**src/rtl/baggage_drop_pkg.sv**
```systemverilog
// ============================================================================
//  Module   : baggage_drop_pkg
//  Brief    : State encoding, 7-segment glyphs and display decode shared by
//             the baggage drop controller.
//  Revision : 1.0 - initial release
// ============================================================================
`default_nettype none

package baggage_drop_pkg;

    localparam logic [2:0] ST_IDLE = 3'd0;
    localparam logic [2:0] ST_COLD = 3'd1;
    localparam logic [2:0] ST_DROP = 3'd2;
    localparam logic [2:0] ST_LOCK = 3'd3;
    localparam logic [2:0] ST_HOT  = 3'd4;

    // Segment order is g..a on bit6..bit0, 1 = lit
    localparam logic [6:0] SEG_C     = 7'h39;
    localparam logic [6:0] SEG_O     = 7'h5C;
    localparam logic [6:0] SEG_L     = 7'h38;
    localparam logic [6:0] SEG_D     = 7'h5E;
    localparam logic [6:0] SEG_R     = 7'h50;
    localparam logic [6:0] SEG_P     = 7'h73;
    localparam logic [6:0] SEG_H     = 7'h76;
    localparam logic [6:0] SEG_T     = 7'h78;
    localparam logic [6:0] SEG_DASH  = 7'h40;
    localparam logic [6:0] SEG_BLANK = 7'h00;

    // Returns {digit1, digit2, digit3, digit4} for a state
    function automatic logic [27:0] state_glyphs(input logic [2:0] st);
        logic [27:0] g;
        g = {SEG_DASH, SEG_DASH, SEG_DASH, SEG_DASH};
        case (st)
            ST_COLD, ST_LOCK: g = {SEG_C, SEG_O, SEG_L, SEG_D};
            ST_DROP:          g = {SEG_D, SEG_R, SEG_O, SEG_P};
            ST_HOT:           g = {SEG_BLANK, SEG_H, SEG_O, SEG_T};
            default:          g = {SEG_DASH, SEG_DASH, SEG_DASH, SEG_DASH};
        endcase
        return g;
    endfunction

endpackage

`default_nettype wire

```
**src/rtl/bd_temp_monitor.sv**
```systemverilog
// ============================================================================
//  Module   : bd_temp_monitor
//  Brief    : Combinational over-temperature compare with exit hysteresis.
//  Revision : 1.0 - initial release
// ============================================================================
`default_nettype none

module bd_temp_monitor #(
    parameter int T_WIDTH = 16,
    parameter int HYST    = 4
) (
    input  logic [T_WIDTH-1:0] t_act,
    input  logic [T_WIDTH-1:0] t_lim,
    output logic               hot_enter,
    output logic               hot_exit
);

    localparam logic [T_WIDTH:0] c_hyst = (T_WIDTH+1)'(HYST);

    logic [T_WIDTH:0] w_act_plus_hyst;

    // One extra bit so t_act near full scale cannot wrap into a false exit
    assign w_act_plus_hyst = {1'b0, t_act} + c_hyst;
    assign hot_enter       = t_act > t_lim;
    assign hot_exit        = w_act_plus_hyst <= {1'b0, t_lim};

endmodule

`default_nettype wire

```
**src/rtl/baggage_drop_ctrl.sv**
```systemverilog
// ============================================================================
//  Module   : baggage_drop_ctrl
//  Brief    : Clocked drop controller: hysteresis temperature FSM, drop
//             request qualification, timed drop pulse and drop counter.
//  Revision : 1.0 - initial release
// ============================================================================
`default_nettype none

module baggage_drop_ctrl
    import baggage_drop_pkg::*;
#(
    parameter int T_WIDTH     = 16,
    parameter int HYST        = 4,
    parameter int EN_SETTLE   = 3,
    parameter int DROP_CYCLES = 8,
    parameter int CNT_WIDTH   = 8
) (
    input  logic                 clk,
    input  logic                 rst_n,
    input  logic [T_WIDTH-1:0]   t_act,
    input  logic [T_WIDTH-1:0]   t_lim,
    input  logic                 drop_en,
    output logic [6:0]           seven_seg1,
    output logic [6:0]           seven_seg2,
    output logic [6:0]           seven_seg3,
    output logic [6:0]           seven_seg4,
    output logic                 drop_activated,
    output logic [2:0]           state_o,
    output logic [CNT_WIDTH-1:0] drop_cnt
);

    localparam int c_set_w = $clog2(EN_SETTLE + 1);
    localparam int c_drp_w = $clog2(DROP_CYCLES + 1);
    localparam logic [c_set_w-1:0] c_settle_last = c_set_w'(EN_SETTLE - 1);
    localparam logic [c_drp_w-1:0] c_drop_last   = c_drp_w'(DROP_CYCLES - 1);

    logic                 w_hot_enter;
    logic                 w_hot_exit;
    logic [2:0]           w_state_nxt;
    logic [c_set_w-1:0]   w_settle_nxt;
    logic [c_drp_w-1:0]   w_tmr_nxt;
    logic                 w_cnt_bump;

    logic [2:0]           r_state;
    logic [c_set_w-1:0]   r_settle;
    logic [c_drp_w-1:0]   r_tmr;
    logic [CNT_WIDTH-1:0] r_cnt;
    logic [27:0]          r_seg;
    logic                 r_act;

    bd_temp_monitor #(
        .T_WIDTH (T_WIDTH),
        .HYST    (HYST)
    ) u_temp_monitor (
        .t_act     (t_act),
        .t_lim     (t_lim),
        .hot_enter (w_hot_enter),
        .hot_exit  (w_hot_exit)
    );

    // Timers default to zero so any entry into COLD or DROP starts fresh
    always_comb begin
        w_state_nxt  = r_state;
        w_settle_nxt = '0;
        w_tmr_nxt    = '0;
        w_cnt_bump   = 1'b0;
        case (r_state)
            ST_IDLE: begin
                w_state_nxt = w_hot_enter ? ST_HOT : ST_COLD;
            end
            ST_COLD: begin
                if (w_hot_enter) begin
                    w_state_nxt = ST_HOT;
                end else if (drop_en) begin
                    if (r_settle == c_settle_last) begin
                        w_state_nxt = ST_DROP;
                    end else begin
                        w_settle_nxt = r_settle + 1'b1;
                    end
                end
            end
            ST_DROP: begin
                if (w_hot_enter) begin
                    w_state_nxt = ST_HOT;
                end else if (r_tmr == c_drop_last) begin
                    w_state_nxt = ST_LOCK;
                    w_cnt_bump  = 1'b1;
                end else begin
                    w_tmr_nxt = r_tmr + 1'b1;
                end
            end
            ST_LOCK: begin
                if (w_hot_enter) begin
                    w_state_nxt = ST_HOT;
                end else if (!drop_en) begin
                    w_state_nxt = ST_COLD;
                end
            end
            ST_HOT: begin
                // A request still held after cool-down must be released first
                if (w_hot_exit) begin
                    w_state_nxt = drop_en ? ST_LOCK : ST_COLD;
                end
            end
            default: begin
                w_state_nxt = ST_IDLE;
            end
        endcase
    end

    // Outputs decode next-state so they change on the same edge as r_state
    always_ff @(posedge clk or negedge rst_n) begin
        if (!rst_n) begin
            r_state  <= ST_IDLE;
            r_settle <= '0;
            r_tmr    <= '0;
            r_cnt    <= '0;
            r_seg    <= {SEG_DASH, SEG_DASH, SEG_DASH, SEG_DASH};
            r_act    <= 1'b0;
        end else begin
            r_state  <= w_state_nxt;
            r_settle <= w_settle_nxt;
            r_tmr    <= w_tmr_nxt;
            r_seg    <= state_glyphs(w_state_nxt);
            r_act    <= (w_state_nxt == ST_DROP);
            if (w_cnt_bump && (r_cnt != {CNT_WIDTH{1'b1}})) begin
                r_cnt <= r_cnt + 1'b1;
            end
        end
    end

    assign seven_seg1     = r_seg[27:21];
    assign seven_seg2     = r_seg[20:14];
    assign seven_seg3     = r_seg[13:7];
    assign seven_seg4     = r_seg[6:0];
    assign drop_activated = r_act;
    assign state_o        = r_state;
    assign drop_cnt       = r_cnt;

endmodule

`default_nettype wire

```
**config.mk**
```make
export PLATFORM = sky130hd
export DESIGN_NAME = baggage_drop_ctrl
export DESIGN_NICKNAME = d
export VERILOG_FILES = /design/src/rtl/baggage_drop_pkg.sv /design/src/rtl/bd_temp_monitor.sv /design/src/rtl/baggage_drop_ctrl.sv
export SDC_FILE = /design/constraint.sdc
export NUM_CORES = 1
export LEC_CHECK = 0
export BUFFER_PORTS_ARGS = -buffer_cell sky130_fd_sc_hd__buf_4
export CAP_MARGIN = 10
export CORE_AREA = 5 5 68 76
export DETAILED_ROUTE_END_ITERATION = 8
export DIE_AREA = 0 0 73 81
export HOLD_SLACK_MARGIN = 0.02
export PLACE_DENSITY = 0.83
export SETUP_SLACK_MARGIN = 0.5
export SLEW_MARGIN = 20
export SYNTH_ARGS = -nofsm -noshare
export SYNTH_HDL_FRONTEND = slang
export SYNTH_SLANG_ARGS = --single-unit
```
**constraint.sdc**
```tcl
create_clock -name clk -period 4.65 [get_ports clk]
set_input_delay 0.6975 -clock clk [delete_from_list [all_inputs] [get_ports clk]]
set_output_delay 0.6975 -clock clk [all_outputs]
set_load 0.01 [all_outputs]
```
# Yosys cells after proc, flatten, opt, wreduce, memory -nomap -nowiden

Cells that the tools add are included.

Register bits after elaboration: 46
Input port bits: 35
Word-level logic and storage cells: 48

$add $sub $neg: 4
Magnitude comparators: 2
Eq/ne operators: 11
Muxes and demuxes: 22
Reductions and logical operators: 3

Operators with widths:

| kind                    | count |
|---|---|
| $pmux W28 S3            | 1 |
| $mux W3                 | 9 |
| $add A16 B3 Y17 const B | 1 |
| $le A17 B16 Y1          | 1 |
| $gt A16 B16 Y1          | 1 |
| $pmux W3 S5             | 1 |
| $eq A3 B2 Y1 const B    | 4 |
| $mux W4                 | 3 |
| $mux W2                 | 5 |
| $add A8 B1 Y8 const B   | 1 |
| $ne A8 B8 Y1 const B    | 1 |
| $eq A3 B1 Y1 const B    | 2 |
| $eq A3 B3 Y1 const B    | 2 |
| $add A4 B1 Y4 const B   | 1 |
| $eq A4 B3 Y1 const B    | 1 |
| $logic_not A3 Y1        | 1 |
| $mux W1                 | 3 |
| $add A2 B1 Y2 const B   | 1 |
| $eq A2 B2 Y1 const B    | 1 |
| $reduce_or A2 Y1        | 1 |
| $logic_and A1 B1 Y1     | 1 |

# Longest topological paths before layout

Gate-level depths: netlist of run 1.

Depth in word-level cells: 8
Gate-level depth with buffers: 12
Gate-level depth less buffers: 12

# By module

Synthesis of run 1 repeated with hierarchy kept, for this count alone.

Cell total of the unflattened synthesis: 245
Area total of the unflattened synthesis: 2245.9 µm²

Modules (own cells, without submodules):

| module            | times used | cells each | area each (µm²) | seq. area each (µm²) |
|---|---|---|---|---|
| baggage_drop_ctrl | 1          | 113        | 1291.2          | 678.2 |
| bd_temp_monitor   | 1          | 132        | 954.7           | 0.0 |

# Worst setup path before layout of run 1

OpenSTA, ideal clock, no wires.

Path type: input port to flip-flop
Start: input port t_act[4]
End: register r_state[1] (netlist: state_o[1])
Library setup time: 0.065 ns
Data arrival time: 2.947 ns
Data required time: 4.585 ns
Setup slack: 1.638 ns
Cell stages on the path: 12
Cell sequence: and3_1 -> and2_1 -> nand4_1 -> nor2_1 -> nand3_1 -> xnor2_1 -> ha_1 -> and3_1 -> a221oi_1 -> o31ai_1 -> a211oi_1 -> a21o_1

Cells in the longest elaborated chain, start to end: 4

RTL lines:

| element              | line                     | RTL |
|---|---|---|
| from (decl)          | baggage_drop_ctrl.sv:20  | `input logic [T_WIDTH-1:0] t_act,` |
| $add A16 B3 Y17      | bd_temp_monitor.sv:23    | `assign w_act_plus_hyst = {1'b0, t_act} + c_hyst;` |
| $le A17 B16 Y1       | bd_temp_monitor.sv:25    | `assign hot_exit = w_act_plus_hyst <= {1'b0, t_lim};` |
| $mux W3              | baggage_drop_ctrl.sv:101 | `if (w_hot_exit) begin` |
| $pmux W3 S5 (*)      | baggage_drop_ctrl.sv:67  | `case (r_state)` |
| net w_state_nxt[1]   | baggage_drop_ctrl.sv:39  | `logic [2:0] w_state_nxt;` |
| to (signal assigned) | baggage_drop_ctrl.sv:121 | `r_state <= w_state_nxt;` |
| to (decl)            | baggage_drop_ctrl.sv:44  | `logic [2:0] r_state;` |

The timed path passes the listed nets; every way through them passes the cells marked *.
A chain may end at the register's enable or synchronous reset.

# Worst setup path after layout of run 1

Start: input port t_act[2]
End: register r_seg[25]

Cells in the longest elaborated chain, start to end: 7

RTL lines:

| element                                             | line                     | RTL |
|---|---|---|
| $add A16 B3 Y17                                     | bd_temp_monitor.sv:23    |  |
| $le A17 B16 Y1                                      | bd_temp_monitor.sv:25    |  |
| $mux W3                                             | baggage_drop_ctrl.sv:101 |  |
| $pmux W3 S5 (*)                                     | baggage_drop_ctrl.sv:67  |  |
| $eq A3 B1 Y1 / $eq A3 B2 Y1 (equally long branches) | baggage_drop_pkg.sv:33   | `case (st)` |
| $reduce_or A2 Y1                                    | baggage_drop_pkg.sv:33   |  |
| $pmux W28 S3 (*)                                    | baggage_drop_pkg.sv:33   |  |
| to (signal assigned)                                | baggage_drop_ctrl.sv:118 | `r_seg <= {SEG_DASH, SEG_DASH, SEG_DASH, SEG_DASH};` |
| to (signal assigned)                                | baggage_drop_ctrl.sv:124 | `r_seg <= state_glyphs(w_state_nxt);` |
| to (decl)                                           | baggage_drop_ctrl.sv:48  | `logic [27:0] r_seg;` |

Mark *: on every way between the ends. The rest lies on a longest branch, timed or not.

==> summary.md, run 1 <==
| Metric | Value |
|---|---|
| Fin crit share | 0.669 |
| Avg Cell Area, Syn | 9.01 um2 |
| DR vias | 1933 |
| HP Class | primary input to async pin |
| Die Y | 81 um |
| Crit Path Class | primary input to flop |
| Sequential share of power | 0.402 |
| Commonest non-fill, non-tap cell in the layout | buf_4 |
| Relative slew slack | 0.626 |
| CP dominant cell by count | ha_1 |
| Ports | 75 |
| Clock root cell | clkbuf_8 |
| Synth warn | 0 |
| Post-CTS setup buffer count | 0 |
| Int Pwr | 523 uW |
| Clock Sinks | 27 |
| Endpoints failing setup | 0 |
| Main synth FF type | dfrtp_1 |
| Critical-path cell list | buf_4 > ha_1 > and4_1 > and3_1 > nand4_1 > xnor2_1 > ha_1 > a21o_1 > a221oi_1 > o31ai_1 > a211oi_1 > nand2b_1 |
| Chip width | 73 um |
| Gpl congestion | 0.804 |
| Final TNS setup | 0 ns |
| Switching Fraction | 0.352 |
| Layout area overhead | 21.4% |
| Leakage power | 1.37 nW |
| CP max stage delay | 0.46 ns |
| Clk slew on worst S/H paths | 0.08 ns |
| Core area | 4250 um2 |
| Post-synthesis cell area | 2260 um2 |
| Floorplan row count | 25 |
| Final Util | 0.645 |
| Detail Placement HPWL | 4030 um |
| Htree depth | 1 |
| Total congestion overflow | 0 |
| CP Buf/Inv Count | 1 |
| Outcome | complete, no violations |
| Slowest-stage cell, CP | a211oi_1 |
| Fraction of layout instances using a drive strength above 1 | 0.261 |
| Least-Margin Pin Slew | 0.561 ns |
| Cts hold-fix bufs | 0 |
| Startpoint types | primary input |
| Avg WL per Cell | 13.3 um |
| Maximum clock rate | 0.321 GHz |
| Critical path endpoint category | flop |
| Iteration-0 DRC count of the detailed router | 67 |
| Most frequent cells in the layout | 69 x buf_4, 33 x ha_1, 25 x dfrtp_1, 22 x inv_1, 17 x nand2_1 |
| Critical Path Fanout Max | 7 |
| Total power | 807 uW |
| Worst Path Required | 4.85 ns |
| NetSw | 284 uW |
| Synth area leaders | dfrtp_1 28%, ha_1 18%, buf_4 6.3% |
| CTS Buf Count | 3 |
| # DRC | 0 |
| Final min period | 3.11 ns |
| Yosys cell types | 43 |
| Largest net degree at the start of global routing | 28 |
| Sequential share of the synthesized area | 0.300 |
| Cell count after placement | 356 |
| Pre-Repair DR Iteration Count | 4 |
| Via density | 5.37 |
| Clock Skew | 0.00391 ns |
| Synth area leader | dfrtp_1 |
| Delay-heaviest family, CP | compound AO/OA/AOI/OAI gates |
| Top-area cell type share of the netlist area | 0.277 |
| Max Slew Vio Count | 0 |
| Hold_ws | 0.322 ns |
| Total Routed Length | 4780 um |
| TritonCTS clock tree | built |
| Global-route wire length before repair | 7790 um |
| GR Util All Layers | 0.163 |
| Antenna violations before repair | 0 |
| Vias in the first global route | 1877 |
| VDD IR max | 235 uV |
| PD cells | 294 nW/um2 |
| Gate power share | 0.441 |
| RSZ-0062 raised after global routing | no |
| Clock buffer depth | 2 |
| Final Non-Filler Cells | 360 |
| Post-synth EDFFs | 0 |
| Skew-Pair Late Insertion Delay | 0.26 ns |
| Mapped Cells | 251 |
| Final antenna-violating net count | 0 |
| Final Hold Fails | 0 |
| Worst EP arrival | 3.31 ns |
| Synth Register Bits | 27 |
| Layout Nets | 375 |
| Max Cap Violations | 0 |
| Port Buffers | 69 |
| Starting density of the core | 0.531 |
| Clock share of power | 0.157 |
| Cts repair resizes | 0 |
| Post-synth ARST share | 1.00 |
| ANT cells | 0 |
| Die area | 5910 um2 |
==> kinds of logic after synthesis <==
family                     count (synthesis)  synth area share
and+or+nand+nor                           83             0.200
buffers and inverters                     43             0.106
AOI/OAI and AO/OA                         41             0.121
adders and majority gates                 33             0.183
DFF                                       27             0.300
xor gates and xnor gates                  21            0.0813
other                                      2           0.00332
muxes                                      1           0.00498
==> layer usage <==
layer	up-vias	share of wire	global-route usage	wire length (um)
met5	-	0	0	0
met4	0	0.0065	0.0277	31
met3	4	0.051	0.0297	242
met2	46	0.53	0.309	2530
met1	909	0.41	0.190	1980
li1	974	-	-	-
==> final cells by class <==
| class | instances | area (um2) |
|---|---|---|
| tap | 54 | 67.6 |
| inverter | 22 | 82.6 |
| timing repair buffer | 69 | 518 |
| clock buffer | 4 | 45.0 |
| sequential | 27 | 678 |
| multi-input combinational | 184 | 1350 |
| fill | 386 | 1510 |
==> worst register-to-register path, delay by kind of cell, from the launching register on <==
kind	cells	cell delay (ns)
xor gates and xnor gates	1	0.17
and+or+nand+nor	2	0.84
DFF	1	0.44
AOI/OAI and AO/OA	1	0.29
==> cell usage after synthesis (2+ instances only) <==
library cell / n
nor2_2: 2
nand3b_1: 2
nor2b_1: 3
inv_1: 22
o21ai_0: 12
xor2_1: 11
buf_4: 19
and4_1: 4
dfrtp_1: 25
xnor2_1: 10
and3_1: 4
conb_1: 2
dfstp_2: 2
nor2_1: 13
o2bb2ai_1: 2
a21o_1: 2
o21a_1: 3
nand3_1: 11
nand4_1: 9
nand2_1: 17
a221oi_1: 2
ha_1: 33
nor3_1: 6
or2_1: 2
nor4_1: 3
a21oi_1: 13
==> state kept, by name, indices dropped and copies added (netlist names) <==
register        cells
r_seg               9
state_o             3
drop_activated      1
r_tmr               4
drop_cnt            8
r_settle            2
==> metrics by stage <==
step | setup slack (ns) | area [um2]
3_3_place_gp | 1.31 | 2700
4_1_cts | 1.54 | 2750
5_1_grt | 1.22 | 2750
3_5_place_dp | 1.25 | 2700
6_report | 1.54 | 2750
2_1_floorplan | 1.64 | 2270
==> final timing paths <==
| kind | start | end | slack (ns) | depth (start not counted) |
|---|---|---|---|---|
| min reg2reg | r_settle[0] | r_settle[0] | 0.45 | 1 |
| max | t_act[2] | r_seg[25] | 1.54 | 12 |
| min | rst_n | drop_activated | 0.32 | 1 |
| max in group asynchronous | rst_n | r_seg[27] | 4.04 | 1 |
| max reg2reg | state_o[2] | drop_cnt[6] | 2.83 | 4 |
| min in group clk | r_settle[0] | r_settle[0] | 0.45 | 1 |
==> power by group through the flow <==
stage                     sequential [mW]  clock [mW]  combinational (mW)
after floorplan                     0.343           0               0.211
after global placement              0.326           0               0.352
after detailed placement            0.330           0               0.360
after CTS                           0.325       0.129               0.361
after global routing                0.333       0.140               0.391
final                               0.325       0.127               0.356
Power figures use the tool's default switching activity.
==> inputs of run 2 (changes only) <==
- CORE_AREA: 5 5 68 76 -> 5 5 73 82
- DIE_AREA: 0 0 73 81 -> 0 0 78 87
- PLACE_DENSITY: 0.83 -> 0.75
- clock period: 4.65 -> 2.5 ns (I/O delays scaled with it)
==> run 2 against run 1 <==
Via count up 19%. First-iteration DRC count increased by 130%. Global-route usage grew 1.4 points. Core utilization increased by 6.7 points. Clock power increased by 94%. The flow now finishes with violations (setup timing). Highest routed layer unchanged. Power rose by 120%. Setup slack worse by 1.6 ns. Clock skew shrank 0.0018 ns.
==> summary.md, run 2 (synthesis gave the netlist of run 1 again) <==
| Metric | Value |
|---|---|
| Outcome | complete, but fails checks |
| Violated checks | setup timing |
| R2R cell count | 8 |
| CP max stage delay | 0.35 ns |
| Port Buffers | 69 |
| Reg-to-Reg End | drop_cnt[6] |
| Worst EP arrival | 2.82 ns |
| Antenna violations before repair | 0 |
| Startpoint types | primary input |
| Maximum clock rate | 0.384 GHz |
| PD cells | 487 nW/um2 |
| R2r startpoint | drop_cnt[0] |
| Slowest-stage cell, CP | ha_1 |
| Final Hold Fails | 0 |
| Clock Skew | 0.00214 ns |
| Core area | 5150 um2 |
| Detail Placement HPWL | 4380 um |
| Total congestion overflow | 0 |
| Hold_ws | 0.361 ns |
| Fraction of layout instances using a drive strength above 1 | 0.527 |
| Chip width | 78 um |
| Layout area overhead | 62.2% |
| RSZ-0062 raised after global routing | yes |
| Clock root cell | clkbuf_8 |
| Crit Path Class | primary input to flop |
| Commonest non-fill, non-tap cell in the layout | buf_4 |
| Design area | 3670 um2 |
| CTS Buf Count | 3 |
| Relative slew slack | 0.608 |
| Max Cap Violations | 0 |
| Critical Path Fanout Max | 5 |
| Starting density of the core | 0.439 |
| Largest net degree at the start of global routing | 28 |
| Fin crit share | 1.04 |
| Worst Hold Launch | drop_en |
| VDD IR max | 342 uV |
| Die Y | 87 um |
| Iteration-0 DRC count of the detailed router | 156 |
| Clock buffer depth | 2 |
| Vias in the first global route | 2199 |
| Least-Margin Pin Slew | 0.583 ns |
| Final min period | 2.60 ns |
| CP dominant cell by count | buf_4 |
| TritonCTS clock tree | built |
| Total power | 1.78 mW |
| ANT cells | 0 |
| Clock Sinks | 27 |
| Pre-Repair DR Iteration Count | 4 |
| R2r setup slk | 0.51 ns |
| Total Routed Length | 7000 um |
| Avg WL per Cell | 16.9 um |
| Endpoints failing setup | 8 |
| FILL cells | 367 |
| Final antenna-violating net count | 0 |
| Most frequent cells in the layout | 94 x buf_4, 25 x dfrtp_1, 20 x ha_1, 17 x buf_6, 16 x nand2_1 |
| Via density | 5.53 |
| GR Util All Layers | 0.177 |
| Leakage power | 1.68 nW |
| Skew-Pair Late Insertion Delay | 0.27 ns |
| Critical path endpoint category | flop |
| Layout Nets | 424 |
| Global-route wire length before repair | 10000 um |
| Ports | 75 |
| DR vias | 2293 |
| Largest register FFs | 9 |
| Number of cells on the worst hold path | 2 |
| Top reg by flops | r_seg |
| Critical-path cell list | buf_6 > and3_4 > and2_4 > buf_4 > buf_4 > nand4_1 > xnor2_1 > ha_1 > a21oi_2 > o21ai_1 > a221oi_2 > o31ai_2 > a211oi_2 > nand2b_4 |
| Die area | 6790 um2 |
| Final TNS setup | -0.393 ns |
| Clk slew on worst S/H paths | 0.09 ns |
| Max Slew Vio Count | 0 |
| # DRC | 0 |
| HP Class | primary input to flop |
| DP Area | 2920 um2 |
| Pre-CTS setup slack | -0.267 ns |
| Gpl congestion | 0.885 |
| Floorplan row count | 28 |
| Htree depth | 1 |
| Setup slack after layout | -0.103 ns |
| Hold Crit Endpoint | state_o[1] |
| Worst Path Required | 2.71 ns |
==> run 2: cell count changes in the layout (fill, tap and decap cells not counted), sizes merged <==
cell | previous run | this run
dlygate4sd3 | 0 | 1
buf | 69 | 116
a32oi | 1 | 2
==> run 2: power by group <==
| part | internal (mW) | switching, mW | total, mW |
|---|---|---|---|
| clock | 0.114 | 0.132 | 0.246 |
| sequential | 0.526 | 0.0857 | 0.611 |
| combinational | 0.482 | 0.446 | 0.928 |
==> run 2: worst max-delay path: cells and delay by family <==
family	cells	cell delay, ns
simple gates	4	0.64
fa+ha+maj	1	0.35
buf+inv	3	0.28
xor+xnor	1	0.16
compound gates	5	1.01
==> run 2: stage by stage <==
step                instances   util
CTS                       404  0.655
finish                    415  0.712
global placement          382  0.566
detailed placement        382  0.566
global route              415  0.712
floorplan                 254      -
==> run 2: worst max-delay path by stage <==
stage / endpoint / cells after the start / startpoint / slack, ns
finish: r_seg[25] / 14 / t_act[4] / -0.10
CTS: r_seg[25] / 13 / t_act[5] / 0.05
global route: r_seg[25] / 14 / t_act[4] / -0.16
floorplan: state_o[1] / 12 / t_act[4] / 0.05
detailed placement: r_seg[25] / 12 / t_act[4] / -0.27
global placement: state_o[1] / 12 / t_act[4] / -0.24
==> run 2: final cells by class <==
type                       instances  area (um2)  area share
multi-input combinational        185        1790       0.489
timing repair buffer             117         982       0.268
inverter                          22        95.1      0.0259
sequential                        27         678       0.185
clock buffer                       4        45.0      0.0123
tap                               60        75.1      0.0205
==> run 2: timing repair <==
item | in CTS | in global routing
hold buffers | 1 | 0
cloned | 1 | 0
pin swaps | 34 | 36
buffers inserted | 16 | 11
setup endpoints to repair | 24 | 26
endpoints found under the hold margin | 25 | 0
resized for setup | 56 | 37
==> run 2: layer usage <==
| metal | GRT usage | wire length [um] |
|---|---|---|
| met5 | 0 | 0 |
| met4 | 0.0737 | 208 |
| met3 | 0.0342 | 466 |
| met2 | 0.309 | 3630 |
| met1 | 0.212 | 2700 |
